### config.mk
export PLATFORM = sky130hd
export DESIGN_NAME = fall_game_ctrl
export DESIGN_NICKNAME = d
export VERILOG_FILES = /design/src/rtl/fall_game_ctrl.sv
export SDC_FILE = /design/constraint.sdc
export NUM_CORES = 1
export LEC_CHECK = 0
export ABC_AREA = 1
export CORE_ASPECT_RATIO = 1.2
export CORE_UTILIZATION = 48
export CTS_CLUSTER_SIZE = 16
export DETAILED_ROUTE_END_ITERATION = 6
export PLACE_DENSITY = 0.77
export RECOVER_POWER = 25
export SETUP_SLACK_MARGIN = 0.2
export SKIP_LAST_GASP = 1
export SYNTH_ARGS = -nofsm -noshare
export SYNTH_HDL_FRONTEND = slang
export SYNTH_SLANG_ARGS = --single-unit
### constraint.sdc
create_clock -name clk -period 2.3 [get_ports clk]
set_clock_uncertainty 0.1 [all_clocks]
set_input_delay 0.23 -clock clk [delete_from_list [all_inputs] [get_ports clk]]
set_output_delay 0.23 -clock clk [all_outputs]
set_load 0.1 [all_outputs]
### src/rtl/fall_game_ctrl.sv
// Game-play sequencer for the lane-catching game: farmer lane, single falling
// object, catch/miss resolution, score/countdown and the Init/Game/Win/Lose FSM.
module fall_game_ctrl #(
  parameter int         LANES     = 8,
  parameter int         FALL_STEP = 8,
  parameter int         CATCH_Y   = 400,
  parameter int         WIN_SCORE = 20,
  parameter int         GAME_TIME = 60,
  parameter logic [7:0] LFSR_SEED = 8'hA5
) (
  input  logic       clk,
  input  logic       rst,
  input  logic       start_pulse,
  input  logic       key_left,
  input  logic       key_right,
  input  logic       tick,
  input  logic       sec_tick,
  output logic [1:0] state,
  output logic [2:0] farmer_x,
  output logic       obj_active,
  output logic [2:0] obj_x,
  output logic [8:0] obj_y,
  output logic [1:0] obj_type,
  output logic [6:0] score,
  output logic [6:0] time_left
);

  typedef enum logic [1:0] {
    ST_INIT = 2'd0,
    ST_GAME = 2'd1,
    ST_WIN  = 2'd2,
    ST_LOSE = 2'd3
  } state_t;

  localparam logic [2:0] LAST_LANE = 3'(LANES - 1);
  localparam logic [9:0] FALL_10   = 10'(FALL_STEP);
  localparam logic [9:0] CATCH_10  = 10'(CATCH_Y);
  localparam logic [6:0] WIN_7     = 7'(WIN_SCORE);
  localparam logic [6:0] TIME_7    = 7'(GAME_TIME);

  // Fibonacci LFSR x^8+x^6+x^5+x^4+1; a nonzero state never maps to zero.
  function automatic logic [7:0] lfsr_step(input logic [7:0] cur);
    return {cur[6:0], cur[7] ^ cur[5] ^ cur[4] ^ cur[3]};
  endfunction

  state_t     state_r, state_s;
  logic [2:0] farmer_r, farmer_s;
  logic       obj_active_r, obj_active_s;
  logic [2:0] obj_x_r, obj_x_s;
  logic [8:0] obj_y_r, obj_y_s;
  logic [1:0] obj_type_r, obj_type_s;
  logic [6:0] score_r, score_s;
  logic [6:0] time_r, time_s;
  logic [7:0] lfsr_r, lfsr_s;
  logic [9:0] ny_s;
  logic [7:0] sum_s;
  logic       bug_s, scored_s, timeout_s;

  // State and datapath registers.
  always_ff @(posedge clk or posedge rst) begin
    if (rst) begin
      state_r      <= ST_INIT;
      farmer_r     <= 3'd3;
      obj_active_r <= 1'b0;
      obj_x_r      <= 3'd0;
      obj_y_r      <= 9'd0;
      obj_type_r   <= 2'd0;
      score_r      <= 7'd0;
      time_r       <= TIME_7;
      lfsr_r       <= LFSR_SEED;
    end else begin
      state_r      <= state_s;
      farmer_r     <= farmer_s;
      obj_active_r <= obj_active_s;
      obj_x_r      <= obj_x_s;
      obj_y_r      <= obj_y_s;
      obj_type_r   <= obj_type_s;
      score_r      <= score_s;
      time_r       <= time_s;
      lfsr_r       <= lfsr_s;
    end
  end

  // Next-state and datapath update for the current state and strobes.
  always_comb begin
    state_s      = state_r;
    farmer_s     = farmer_r;
    obj_active_s = obj_active_r;
    obj_x_s      = obj_x_r;
    obj_y_s      = obj_y_r;
    obj_type_s   = obj_type_r;
    score_s      = score_r;
    time_s       = time_r;
    lfsr_s       = lfsr_step(lfsr_r);
    ny_s         = {1'b0, obj_y_r} + FALL_10;
    sum_s        = {1'b0, score_r} + {6'd0, obj_type_r};
    bug_s        = 1'b0;
    scored_s     = 1'b0;
    timeout_s    = 1'b0;

    case (state_r)
      ST_INIT: begin
        if (start_pulse) begin
          state_s      = ST_GAME;
          score_s      = 7'd0;
          time_s       = TIME_7;
          farmer_s     = 3'd3;
          obj_active_s = 1'b0;
          obj_y_s      = 9'd0;
        end else begin
          state_s = ST_INIT;
        end
      end

      ST_GAME: begin
        if (key_left && !key_right && farmer_r != 3'd0) begin
          farmer_s = farmer_r - 3'd1;
        end else if (key_right && !key_left && farmer_r != LAST_LANE) begin
          farmer_s = farmer_r + 3'd1;
        end else begin
          farmer_s = farmer_r;
        end

        if (tick && !obj_active_r) begin
          obj_x_s      = 3'(32'(lfsr_r[2:0]) % LANES);
          obj_type_s   = lfsr_r[4:3];
          obj_y_s      = 9'd0;
          obj_active_s = 1'b1;
        end else if (tick) begin
          if (ny_s < CATCH_10) begin
            obj_y_s = ny_s[8:0];
          end else begin
            obj_active_s = 1'b0;
            obj_y_s      = 9'd0;
            // Compare against the lane held before this edge's movement.
            if (obj_x_r == farmer_r && obj_type_r == 2'd0) begin
              bug_s = 1'b1;
            end else if (obj_x_r == farmer_r) begin
              scored_s = 1'b1;
              score_s  = (sum_s > 8'd99) ? 7'd99 : sum_s[6:0];
            end else begin
              score_s = score_r;
            end
          end
        end else begin
          obj_y_s = obj_y_r;
        end

        if (sec_tick && time_r == 7'd1) begin
          time_s    = 7'd0;
          timeout_s = 1'b1;
        end else if (sec_tick && time_r != 7'd0) begin
          time_s = time_r - 7'd1;
        end else begin
          time_s = time_r;
        end

        // Abort wins over every other outcome and cancels movement/countdown.
        if (start_pulse) begin
          state_s      = ST_INIT;
          farmer_s     = farmer_r;
          score_s      = score_r;
          time_s       = time_r;
          obj_active_s = 1'b0;
          obj_y_s      = 9'd0;
        end else if (bug_s) begin
          state_s = ST_LOSE;
        end else if (scored_s && score_s >= WIN_7) begin
          state_s = ST_WIN;
        end else if (timeout_s) begin
          state_s = ST_LOSE;
        end else begin
          state_s = ST_GAME;
        end
      end

      ST_WIN, ST_LOSE: begin
        if (start_pulse) begin
          state_s = ST_INIT;
        end else begin
          state_s = state_r;
        end
      end

      default: begin
        state_s = ST_INIT;
      end
    endcase
  end

  assign state      = state_r;
  assign farmer_x   = farmer_r;
  assign obj_active = obj_active_r;
  assign obj_x      = obj_x_r;
  assign obj_y      = obj_y_r;
  assign obj_type   = obj_type_r;
  assign score      = score_r;
  assign time_left  = time_r;

endmodule

# After elaboration in Yosys (flattened, before gate mapping)
# Index checks and enable logic that the tools add are counted.
# word_totals
inputBits,7
register_bits,42
# classes
reduce_logical,24
order_cmp,3
muxes,52
n_bitwise,3
eq_ne,13
addsub,5
# ops
cell,count
$mux 7,13
$mux 9,5
$pmux 7 s2,2
$mux 1,19
$pmux 9 s2,1
$mux 3,4
$reduce_and 4->1,3
$add 9x4->10 const B,1
$lt 10x9->1 const B,1
$mux 2,5
$logic_and 1x1->1,9
$ne 3x3->1 const B,3
$add 7x2->8,1
$gt 8x7->1 const B,1
$ne 4x4->1 const B,2
$eq 7x1->1 const B,1
$ge 7x5->1 const B,1
$reduce_bool 7->1,1
$sub 7x1->7 const B,1
$ne 2x2->1 const B,3
$pmux 2 s3,1
$pmux 3 s2,1
$reduce_and 3->1,2
$eq 2x2->1 const B,2
other kinds (12),17

# Logic depth before layout (Yosys ltp)
# depth
depth_word,15
depth_mapped,19
depth_no_buf,19

# Worst setup path after synthesis
# No wires, ideal clock.
# synth_path
path_kind,reg2reg
startpoint,"register score_r[0], in the netlist score[0]"
endpoint,"register state_r[1], in the netlist state[1]"
n_path_buf,0
arrival_ns,2.853
required_time_ns,2.080
path_stages_with_launch,20
synth_period_minus_slack_ns,3.073
path_slack_ns,-0.773
cell_sequence,dfrtp_1 -> ha_1 -> inv_1 -> fa_1 -> inv_1 -> nand4_1 -> nor2_1 -> nand2_1 -> nand2_1 -> nand3_1 -> nand2_1 -> nor2_1 -> nor2_1 -> nand2_1 -> nand2_1 -> nand2_1 -> nand2_1 -> nand2_1 -> nand2_1 -> nand2_1
# synth_via
elab_chain_len,15
# synth_rtl
element,line,source
"start, declared",52,"logic [6:0] score_r, score_s;"
"start signal, assigned",78,score_r <= score_s;
$add 7x2->8,96,"sum_s = {1'b0, score_r} + {6'd0, obj_type_r};"
$gt 8x7->1,140,score_s = (sum_s > 8'd99) ? 7'd99 : sum_s[6:0];
$mux 7,140,
$mux 7,138,end else if (obj_x_r == farmer_r) begin
$mux 7,136,if (obj_x_r == farmer_r && obj_type_r == 2'd0) begin
$mux 7,130,if (ny_s < CATCH_10) begin
$mux 7,129,end else if (tick) begin
$mux 7 (*),124,if (tick && !obj_active_r) begin
$mux 7 (*),101,case (state_r)
$ge 7x5->1 (*),168,end else if (scored_s && score_s >= WIN_7) begin
$logic_and 1x1->1 (*),168,
$mux 2 (*),168,
$mux 2 (*),166,end else if (bug_s) begin
$mux 2 (*),159,if (start_pulse) begin
$pmux 2 s3 (*),101,
"end signal, assigned",72,state_r <= state_s;
"end, declared",46,"state_t state_r, state_s;"
# Every way passes the cells marked *; elsewhere a longest branch is shown, timed or not. The select of a mux whose other input is x is not followed.
# A chain may end at the register's enable or synchronous reset.

# Worst setup path in the final report
# Ends and elaborated chain as after synthesis.

==> impl_results.rst <==
.. list-table::
   :header-rows: 1

   * - Metric
     - Value
   * - Outcome
     - finished with violations
   * - Violations in the final reports
     - negative setup slack
   * - Classification of the worst-slack hold path
     - register to register
   * - Die width
     - 65.58 um
   * - Tightest slew margin relative to the limit
     - 35.47%
   * - Final-report max-slew violation count
     - 0
   * - Post-layout total power
     - 2704 uW
   * - Drt drc
     - 0
   * - Start-to-end type of the worst setup path
     - register to register
   * - Worst hold stages
     - 0
   * - R2r endpoint
     - state[1]
   * - Final Hold Violating Endpoints
     - 0
   * - Buffer cell driving the clock tree root
     - sky130_fd_sc_hd__clkbuf_8
   * - Proportion of power drawn by flip-flops and latches
     - 33.2%
   * - Commonest cells after routing, fill and taps aside
     - sky130_fd_sc_hd__nand2_1 (57), sky130_fd_sc_hd__buf_4 (52), sky130_fd_sc_hd__inv_1 (35)
   * - Clock H-tree levels
     - 2
   * - Number of maximum-capacitance violations
     - 0
   * - Row count
     - 27
   * - HPWL after detailed placement
     - 3870 um
   * - Required time of the critical path
     - 2.40 ns
   * - Via-per-instance ratio
     - 5.217
   * - Global-route wire length before repair
     - 9301 um
   * - Number of warnings printed during yosys synthesis
     - 0
   * - Fmax
     - 0.4158 GHz
   * - Number of sinks driven by the clock tree
     - 39
   * - Critical-path cell with the highest stage delay
     - sky130_fd_sc_hd__dfrtp_4
   * - Number of non-filler instances in the completed layout
     - 411
   * - Xor and xnor area share after synthesis
     - 2.633%
   * - Weighted congestion at the end of routability-driven global placement
     - 0.8781
   * - Commonest non-fill, non-tap cell in the layout
     - sky130_fd_sc_hd__nand2_1
   * - Final net count
     - 366
   * - Basic-gate share of the synthesized area counting and, or, nand and nor cells
     - 24.72%
   * - Worst path top cell family by delay
     - simple AND/OR/NAND/NOR gates
   * - Pin slew with the least headroom to its limit
     - 0.9680 ns
   * - FF+latch count, synth
     - 39
   * - Maximum number of pins on one net before global-route repair
     - 40
   * - Number of antenna-violating nets in the routed design
     - 0
   * - Hold path start
     - lfsr_r[6]
   * - End point of the most critical hold path
     - lfsr_r[7]
   * - Dominant combinational cell family by area after synthesis
     - simple AND/OR/NAND/NOR gates
   * - Power dissipated by switching net loads
     - 1275 uW
   * - Internal power component
     - 1429 uW
   * - Startpoint of the lowest-slack register-to-register path
     - score[0]
   * - Core area
     - 4628 sq um
   * - Buf+Inv Stages, Crit Path
     - 4
   * - Max Root-Sink Buffers
     - 2
   * - Total standard cell area after synthesis
     - 2328 sq um
   * - Arrival time of data at the critical path endpoint
     - 2.50 ns
   * - Number of buffers inserted by port buffering
     - 37
   * - Unique cell type count in the Yosys netlist
     - 40
   * - Drt wl/cell
     - 13.48 um
   * - Sequential-to-total area share from yosys stat
     - 42.45%
   * - Multiplexer area fraction after synthesis
     - 1.451%
   * - IO Pins
     - 41
   * - Total detailed-routing wirelength
     - 5540 um
   * - Startpoint Class
     - register
   * - Average footprint of a synthesized cell
     - 8.085 sq um
   * - Post-synthesis cell count
     - 288
   * - Drt pass-1 iters
     - 5
   * - Critical Path Max Stage Delay
     - 0.44 ns
   * - Clock latency on the worst-skew pair
     - 0.30 ns
   * - Combinational Power Share
     - 45.2%
   * - Clock slew at reported path FFs
     - 0.08 ns
   * - Fraction of the mapped netlist area in compound gates
     - 15.31%
   * - Setup Total Neg Slack
     - -0.2142 ns
   * - Flop2flop setup slack
     - -0.10 ns
   * - Number of buffers created by CTS
     - 5
   * - Power density cells
     - 874.2 nW/um^2
   * - Congestion Overflow GR
     - 0
   * - Number of global-route vias before repair
     - 2143
   * - Post-placement worst setup slack
     - -0.05715 ns
   * - Post-synthesis to final-layout area growth
     - 32.83%
   * - Register-to-Register Path Depth
     - 15
   * - Minimum period implied by the final worst setup slack
     - 2.405 ns
   * - Setup WS post-layout
     - -0.1048 ns
   * - Leakage power summed over all cells
     - 0.001457 uW
   * - Ant. Diodes
     - 0
   * - Via count
     - 2144
   * - Total routing usage reported by global routing
     - 23.47%
   * - Share of total power in the clock network
     - 21.6%
   * - Synth Area in Adders
     - 4.406%
   * - Fraction of layout cells with a size suffix above 1
     - 37.39%
   * - Initial core utilization
     - 50.31%
   * - Peak VDD IR
     - 0.0006949 V
   * - Number of antenna violations at the first check in global routing
     - 0
   * - Tcrit/Tclk final
     - 104.6%
   * - Number of failing setup endpoints in the final timing report
     - 3
   * - Placed Instances
     - 395
   * - Largest fanout of any net on the critical path
     - 3
   * - Violation count after the first detailed-route iteration
     - 116
   * - Critical Path, Cell by Cell
     - ha_4 -> inv_2 -> fa_2 -> inv_2 -> nand4_1 -> o21ai_1 -> nand2_2 -> buf_4 -> buf_4 -> nor3_1 -> nand2_1 -> nand2_1 -> nand2_1 -> nand2_1 -> nand2_1
   * - Element type at the critical path end
     - register
   * - Die Outline Area
     - 5135 sq um
   * - Setup repair after global routing missed its margin
     - true
   * - Net switching share of the total power
     - 47.14%
   * - Die height
     - 78.30 um
   * - Cell occurring most often along the worst timing path
     - sky130_fd_sc_hd__nand2_1
   * - Clock tree from TritonCTS
     - built
area by class of cell:
type | instances | area, sq um
inverters | 43 | 171.4
clock inverters | 3 | 43.79
clock buffers | 5 | 68.82
well taps | 58 | 72.57
fillers | 373 | 1535
repair buffers | 61 | 478.0
multi-input cells | 202 | 1216
flip-flops and latches | 39 | 1042
registers in the layout (all words and copies together), names as in the netlist:
| register | flops |
|---|---|
| time_left | 7 |
| state | 2 |
| lfsr_r | 8 |
| score | 7 |
| farmer_x | 3 |
| obj_type | 2 |
| obj_active | 1 |
| obj_x | 3 |
| obj_y | 6 |
layer usage:
layer | GRT usage (%) | vias up | share of wire [%]
met5 | 0 | - | 0
met4 | 11.30 | 0 | 2.4
met3 | 4.360 | 17 | 3.1
met2 | 37.94 | 50 | 50
met1 | 29.83 | 1007 | 44
li1 | - | 1070 | -
logic make-up (layout without fill, tap and decap cells):
logic type / count (synthesis) / in the layout
compound gates: 53 / 53
xor+xnor: 7 / 7
fa+ha+maj: 7 / 7
buf+inv: 49 / 112
flops: 39 / 39
mux: 3 / 3
other cells: 1 / 3
simple gates: 129 / 129
worst max path at each step:
stage,start,cells past startpoint,to
2_1_floorplan,score[0],19,state[1]
3_3_place_gp,score[0],19,state[1]
3_5_place_dp,score[0],19,state[1]
4_1_cts,obj_type[0],19,state[1]
5_1_grt,score[0],19,state[1]
6_report,score[0],15,state[1]
cell usage after synthesis (all sizes together):
master / count / area (sq um)
xnor2: 3 / 26.28
o22ai: 9 / 81.33
o221ai: 1 / 8.760
dfstp: 10 / 262.8
nor3b: 1 / 7.510
or2: 3 / 18.77
a21oi: 11 / 66.32
nor3: 4 / 20.02
nand3: 16 / 80.08
mux2: 3 / 33.78
o21bai: 1 / 18.77
clkinv: 2 / 12.51
nand2: 62 / 240.2
dfrtp: 29 / 725.7
xor2: 4 / 35.03
fa: 2 / 40.04
conb: 1 / 3.750
buf: 6 / 37.53
a31oi: 7 / 43.79
and3: 3 / 18.77
o211ai: 1 / 7.510
inv: 41 / 156.4
a32oi: 1 / 8.760
o311ai: 1 / 8.760
nor2: 34 / 151.4
o21ai: 21 / 112.6
or4: 1 / 7.510
nand4: 5 / 31.28
ha: 5 / 62.56
worst register-to-register path, delay by kind of cell, from the launching register on:
kind | cells | cell delay [ns]
compound gates | 1 | 0.22
buf+inv | 4 | 0.35
simple gates | 8 | 0.72
fa+ha+maj | 2 | 0.48
flops | 1 | 0.44
power by group through the flow:
stage / sequential [uW] / clock [uW] / combinational [uW]
floorplan: 1490 / 0 / 374
global placement: 906 / 0 / 1200
detailed placement: 909 / 0 / 1210
CTS: 896 / 595 / 1220
global route: 913 / 616 / 1310
finish: 896 / 585 / 1220
timing repair:
item,in CTS,in global routing
pin swaps,7,12
setup endpoints to repair,11,18
setup buffers,4,4
resized for setup,4,11
hold buffers,0,0
through the flow:
step	instance area (sq um)	util (%)	hold WS, ns
final	3093	66.83	0.2548
after global routing	3093	66.83	0.2750
after CTS	3034	65.56	0.2575
after detailed placement	2870	62.02	0.2379
after global placement	2870	62.02	0.2362
after floorplan	2429	-	0.2330
Power figures use the tool's default switching activity.
